$ cat src/rtl/channel_merge4.sv
// Four-channel round-robin merger onto one registered valid/ready output, each beat tagged with its source index.
// Optional per-channel accepted-beat counters are built when CHANNEL_MERGE_STATS_EN is defined.
module channel_merge4 #(
  parameter int DW = 4,
  parameter int CW = 8
) (
  input  logic          clk,
  input  logic          rst_n,
  input  logic [DW-1:0] din0,
  input  logic [DW-1:0] din1,
  input  logic [DW-1:0] din2,
  input  logic [DW-1:0] din3,
  input  logic [3:0]    vld,
  output logic [3:0]    rdy,
  output logic [DW-1:0] dout,
  output logic [1:0]    sel,
  output logic          dout_vld,
  input  logic          dout_rdy
`ifdef CHANNEL_MERGE_STATS_EN
  ,
  output logic [CW-1:0] gnt_cnt0,
  output logic [CW-1:0] gnt_cnt1,
  output logic [CW-1:0] gnt_cnt2,
  output logic [CW-1:0] gnt_cnt3
`endif
);

  typedef enum logic {EMPTY, FULL} state_t;

  state_t        state, state_nxt;
  logic [1:0]    ptr;
  logic [1:0]    gnt;
  logic          gnt_any;
  logic          load;
  logic          take;
  logic [DW-1:0] din_arr [4];

  if (DW < 1 || CW < 1) begin : g_bad_param
    $error("channel_merge4: DW and CW must be at least 1");
  end

  assign din_arr[0] = din0;
  assign din_arr[1] = din1;
  assign din_arr[2] = din2;
  assign din_arr[3] = din3;

  // Search starts one past the last winner; offset 4 wraps back onto ptr itself.
  always_comb begin
    logic [1:0] idx;
    gnt_any = 1'b0;
    gnt     = '0;
    idx     = '0;
    for (int unsigned k = 1; k <= 4; k++) begin
      idx = ptr + k[1:0];
      if (!gnt_any && vld[idx]) begin
        gnt_any = 1'b1;
        gnt     = idx;
      end
    end
  end

  assign load = (state == EMPTY) || dout_rdy;
  assign take = load && gnt_any;

  // rst_n gates rdy so no source sees a handshake while the block is held in reset.
  always_comb begin
    rdy = '0;
    if (rst_n && take) rdy = 4'b0001 << gnt;
  end

  always_ff @(posedge clk or negedge rst_n) begin
    if (!rst_n) state <= EMPTY;
    else        state <= state_nxt;
  end

  always_comb begin
    state_nxt = state;
    case (state)
      EMPTY: if (take) state_nxt = FULL;
      FULL:  if (load && !gnt_any) state_nxt = EMPTY;
      default: state_nxt = EMPTY;
    endcase
  end

  always_comb begin
    dout_vld = (state == FULL);
  end

  always_ff @(posedge clk or negedge rst_n) begin
    if (!rst_n) begin
      dout <= '0;
      sel  <= '0;
      ptr  <= 2'd3;
    end else if (take) begin
      dout <= din_arr[gnt];
      sel  <= gnt;
      ptr  <= gnt;
    end
  end

`ifdef CHANNEL_MERGE_STATS_EN
  logic [CW-1:0] cnt [4];

  always_ff @(posedge clk or negedge rst_n) begin
    if (!rst_n) begin
      for (int unsigned i = 0; i < 4; i++) cnt[i] <= '0;
    end else if (take) begin
      if (cnt[gnt] != '1) cnt[gnt] <= cnt[gnt] + 1'b1;
    end
  end

  assign gnt_cnt0 = cnt[0];
  assign gnt_cnt1 = cnt[1];
  assign gnt_cnt2 = cnt[2];
  assign gnt_cnt3 = cnt[3];
`endif

endmodule
$ cat config.mk
export PLATFORM = sky130hd
export DESIGN_NAME = channel_merge4
export DESIGN_NICKNAME = d
export VERILOG_FILES = /design/src/rtl/channel_merge4.sv
export SDC_FILE = /design/constraint.sdc
export NUM_CORES = 1
export LEC_CHECK = 0
export ABC_AREA = 1
export CAP_MARGIN = 20
export CORE_UTILIZATION = 44
export CTS_BUF_LIST = sky130_fd_sc_hd__clkbuf_4 sky130_fd_sc_hd__clkbuf_8
export DETAILED_ROUTE_END_ITERATION = 10
export PLACE_DENSITY_LB_ADDON = 0.15
export SYNTH_ARGS = -nofsm -noshare
export SYNTH_HDL_FRONTEND = slang
export SYNTH_SLANG_ARGS = --single-unit
$ cat constraint.sdc
create_clock -name clk -period 2.35 [get_ports clk]
set_input_delay 0.235 -clock clk [delete_from_list [all_inputs] [get_ports clk]]
set_output_delay 0.235 -clock clk [all_outputs]
set_load 0.05 [all_outputs]
# Yosys cells after proc, flatten, opt, wreduce, memory -nomap -nowiden
# Index checks and enable logic that the tools add are counted.
[totals] reg_bits=9 inputBits=23 output_inout_bits=11 word_cells=49
[op_classes] n_addsub=3 order_cmp=5 n_shift=1 muxes=23 bitwise_logic=2 reduce_logical=11
[op_table] op="less-than comparator 2 x 3 -> 1 bit (second input constant)" n=4
[op_table] op="two-way mux 4 bit" n=3
[op_table] op="two-way mux 1 bit" n=10
[op_table] op="binary-select mux 1 bit (select 2 bit)" n=4
[op_table] op="binary-select mux 4 bit (select 2 bit)" n=1
[op_table] op="two-way mux 2 bit" n=4
[op_table] op="logical AND 1 bit" n=6
[op_table] op="adder 2 bit (second input constant)" n=2
[op_table] op="zero test 1 bit" n=4
[op_table] op="left shift 1 x 2 -> 4 bit (first input constant)" n=1
[op_table] op=">= comparator 3 bit (second input constant)" n=1
[op_table] op="inverter 2 -> 3 bit" n=1
[op_table] op="adder 2 x 1 -> 2 bit (second input constant)" n=1
[op_table] op="one-hot mux 1 bit (2 select lines)" n=1
[op_table] op="logical OR 1 bit" n=1
[op_table] op="inverter 1 bit" n=1

# Depth between registers and ports, before layout
[depth] ltp_word=17 depth_mapped=17 ltp_nobuf=15

# Least setup slack after synthesis
# Ideal clock, no wire load.
[synth_path] kind="register to output" start="reg ptr[0]" end="out rdy[0]" arrival_time_ns=2.544 t_required_ns=2.115 setup_slack_ns=-0.429 path_stages_with_launch=12 n_path_buf=1 cell_sequence="dfstp_2 -> buf_6 -> inv_6 -> nand2_1 -> nand3_1 -> nand2_1 -> nor2_4 -> nand2_4 -> nand2_2 -> inv_2 -> nand2_1 -> nor3_1"
[synth_via] elab_chain_cells=16 elab_cells_between_ends=29 classes_between="3 x add/sub; 1 x shift; 17 x mux; 8 x reduce/logical"
[synth_rtl] item="start, declared" line="31" rtl="logic [1:0] ptr;"
[synth_rtl] item="start signal, assigned" line="97" rtl="ptr <= gnt;"
[synth_rtl] item="adder 2 x 1 -> 2 bit" line="54" rtl="idx = ptr + k[1:0];"
[synth_rtl] item="binary-select mux 1 bit (select 2 bit)" line="55" rtl="if (!gnt_any && vld[idx]) begin"
[synth_rtl] item="two-way mux 1 bit (not written as such)" line="55"
[synth_rtl] item="two-way mux 1 bit" line="55"
[synth_rtl] item="zero test 1 bit" line="55"
[synth_rtl] item="logical AND 1 bit" line="55"
[synth_rtl] item="two-way mux 1 bit" line="55"
[synth_rtl] item="zero test 1 bit" line="55"
[synth_rtl] item="logical AND 1 bit" line="55"
[synth_rtl] item="two-way mux 1 bit" line="55"
[synth_rtl] item="zero test 1 bit" line="55"
[synth_rtl] item="logical AND 1 bit" line="55"
[synth_rtl] item="two-way mux 1 bit" line="55"
[synth_rtl] item="logical AND 1 bit" line="63" rtl="assign take = load && gnt_any;"
[synth_rtl] item="logical AND 1 bit" line="68" rtl="if (rst_n && take) rdy = 4'b0001 << gnt;"
[synth_rtl] item="two-way mux 4 bit (*)" line="68"
[synth_rtl] item="end, declared" line="14" rtl="output logic [3:0] rdy,"
# Mark *: on every way between the ends. The rest lies on a longest branch, timed or not. The select of a mux whose other input is x is not followed.

# Worst setup path after layout
[layout_path] start="reg ptr[1]" end="out rdy[2]"
# The elaborated chain is that of the path after synthesis.

==> run metrics <==
status finished with violations; failing checks negative setup slack; RSZ-0062 raised after global routing true; Worst EP arrival 2.21 ns; cell class contributing the biggest share of worst-path delay simple AND/OR/NAND/NOR gates; crit end category output port; EDFF count, synth 0; nets 212; Mean Syn Cell Area 6.265 sq um; DRT met1 WL 1180 microns; final number of hold-violating endpoints 0; register area share after synthesis 26.73%; die height 46.01 microns; Initial DRT Pass Iterations 4; Root Buffer clkbuf_4; achievable frequency 408.5 MHz; most common library cells after synthesis 67 x nand2_1, 18 x nand2_2, 9 x nand4_1, 7 x dfrtp_1; Die W 46.01 microns; library cells used by synthesis 18; Top Layer Used met4; routed vias/inst 5.516; # setup viols final 4; metal2 WL 1545 microns; crit path cell chain inv_4 > nand2_1 > nand2_2 > nand2_2 > nand2_4 > nor2_4 > nand3_1 > nand2_1 > inv_2 > nand2_4 > inv_4 > nor3_4 > buf_12; CTS tree built; placed wire-length estimate 1811 microns; clk slew on worst S/H paths 0.06 ns; Worst-Skew Late Latency 0.26 ns; count leader, synth nand2_1; clock tree buffer depth 2; layout cells sized above 1 38.30%; # fillers 104; maximum capacitance violations 0; syn_nets 159; Worst Tran Pin Value 0.5161 ns; Die Area 2116 sq um; Core Area 1764 sq um; vias after detailed routing 1,175; Syn Std Cell Area 852.1 sq um; CP max FO 7; FFs w/ async S/R, synth 100.0%; Slowest-stage cell, CP dfstp_2; CP Class reg -> out; initial antenna violation count 0; worst setup margin -0.09806 ns; Yosys reg bits 9; largest net degree at the start of global routing 11; Yosys warnings 0; Max Slew Vio Count 0; clk sinks 9; cts hold-fix bufs 0; Max stage delay on crit path 0.63 ns; Post-DRT Antenna Nets 0; Iter 0 DRT Violations 65; TNS Setup -0.2470 ns; Worst Skew 0.003981 ns; Worst Hold Class in -> async; Post-route DRC 0; Inserted Clock Buffers 3; area leader, netlist nand2_1; IO buf count 33; first-pass GRT wire length 3691 microns; Main synth FF type dfrtp_1; synthesis-to-layout area growth 77.39%; cell count after synthesis 136; WL/cell 14.53 microns; total wire length 3095 microns; Synth area leaders nand2_1 30%, dfrtp_1 21%, nand2_2 13%, nand4_1 6.6%, dfstp_2 6.2%; Antenna diodes 0; gr ovfl total 0; vias in the first global route 908; All-Layer GR Usage 24.59%; # H-tree levels 1; CP required 2.12 ns; io pins 34; Initial Util 48.30%; Tmin final 2.448 ns; DR WL met3 247 microns; worst path bufs/invs 4; row cnt 15; GPL Wtd Cong 0.8771; Final Cycle Share 104.2%; CP Launch Type register; slew margin rel. 65.48%; Yosys top cell area share 29.52%
-- metrics by stage --
step,hold slack [ns],std cells,cell area [sq um],setup slack [ns],util [%]
2_1_floorplan,-0.06059,136,872.1,-0.05966,-
3_3_place_gp,0.4655,197,1289,0.2054,73.05
3_5_place_dp,0.4720,197,1289,0.1434,73.05
4_1_cts,0.2522,205,1375,-0.01277,77.94
5_1_grt,0.2699,213,1511,-0.1812,85.67
6_report,0.2587,213,1511,-0.09806,85.67
-- cells by family after synthesis --
kind of cell	count (synthesis)	share of synthesized area, %
buffers and inverters	15	8.957
flip-flops	9	26.73
AND/OR/NAND/NOR	110	63.14
AO/OA/AOI/OAI	2	1.174
-- layout by cell type, fill, tap and decap left out --
| master | n |
|---|---|
| nor3_4 | 4 |
| clkdlybuf4s50_1 | 29 |
| inv_4 | 3 |
| clkbuf_4 | 4 |
| inv_2 | 3 |
| nand2_2 | 22 |
| nand2_1 | 58 |
| o21ai_0 | 1 |
| dfstp_2 | 2 |
| buf_6 | 2 |
| nor2_4 | 2 |
| nand3_4 | 2 |
| inv_1 | 6 |
| buf_12 | 4 |
| nand2_4 | 7 |
| buf_4 | 14 |
| dfrtp_1 | 7 |
| inv_6 | 1 |
| nand4_1 | 9 |
| nand3_2 | 1 |
| buf_2 | 1 |
| o21ai_1 | 1 |
| nand3_1 | 5 |
-- worst paths after layout --
kind                                      from                  end  slack [ns]  cells past startpoint
max in group asynchronous                rst_n   ptr[1]$_DFFE_PN1P_        1.87                      2
setup / recovery            ptr[1]$_DFFE_PN1P_               rdy[2]        -0.1                     13
hold reg to reg            dout[3]$_DFFE_PN0P_  dout[3]$_DFFE_PN0P_        0.48                      2
setup reg to reg            ptr[0]$_DFFE_PN1P_  dout[1]$_DFFE_PN0P_        0.25                     17
hold / removal                           rst_n  dout[2]$_DFFE_PN0P_        0.26                      2
min in group clk           dout[3]$_DFFE_PN0P_  dout[3]$_DFFE_PN0P_        0.48                      2
-- worst reg2reg max path: stages, from the launching register on --
cell and delay (ns):
dfstp_2 0.55, buf_6 0.11, inv_6 0.05, nand2_1 0.12, nand2_1 0.08, nand2_1 0.06, nand2_1 0.06, nand2_2 0.10
nand2_2 0.07, nand2_4 0.08, nand3_4 0.13, buf_4 0.21, nand2_1 0.06, nand2_1 0.05, nand2_1 0.06, nand2_1 0.06
nand2_1 0.07, nand2_1 0.06
-- area by class of cell --
type                       instances  area [sq um]  area share (%)
timing repair buffer              50         503.0           33.28
tap                               25         31.28           2.070
sequential                         9         227.7           15.07
clock buffer                       4         30.03           1.987
multi-input combinational        112         658.1           43.54
inverter                          13         61.31           4.056
-- timing repair --
action	in CTS	in global routing
gates resized for setup	6	21
endpoints found under the setup margin	4	4
endpoints found under the hold margin	0	0
buffers inserted	4	8
pin swaps	5	15
-- per-layer routing --
metal  vias to the layer above  GRT usage (%)
met1                       547          28.68
met3                        14          4.365
li1                        535              -
met4                         0          14.71
met2                        79          41.41
met5                         -              0
Power is not shown: default switching activity piles up to over one toggle a cycle in this logic, so the estimate is an artifact.
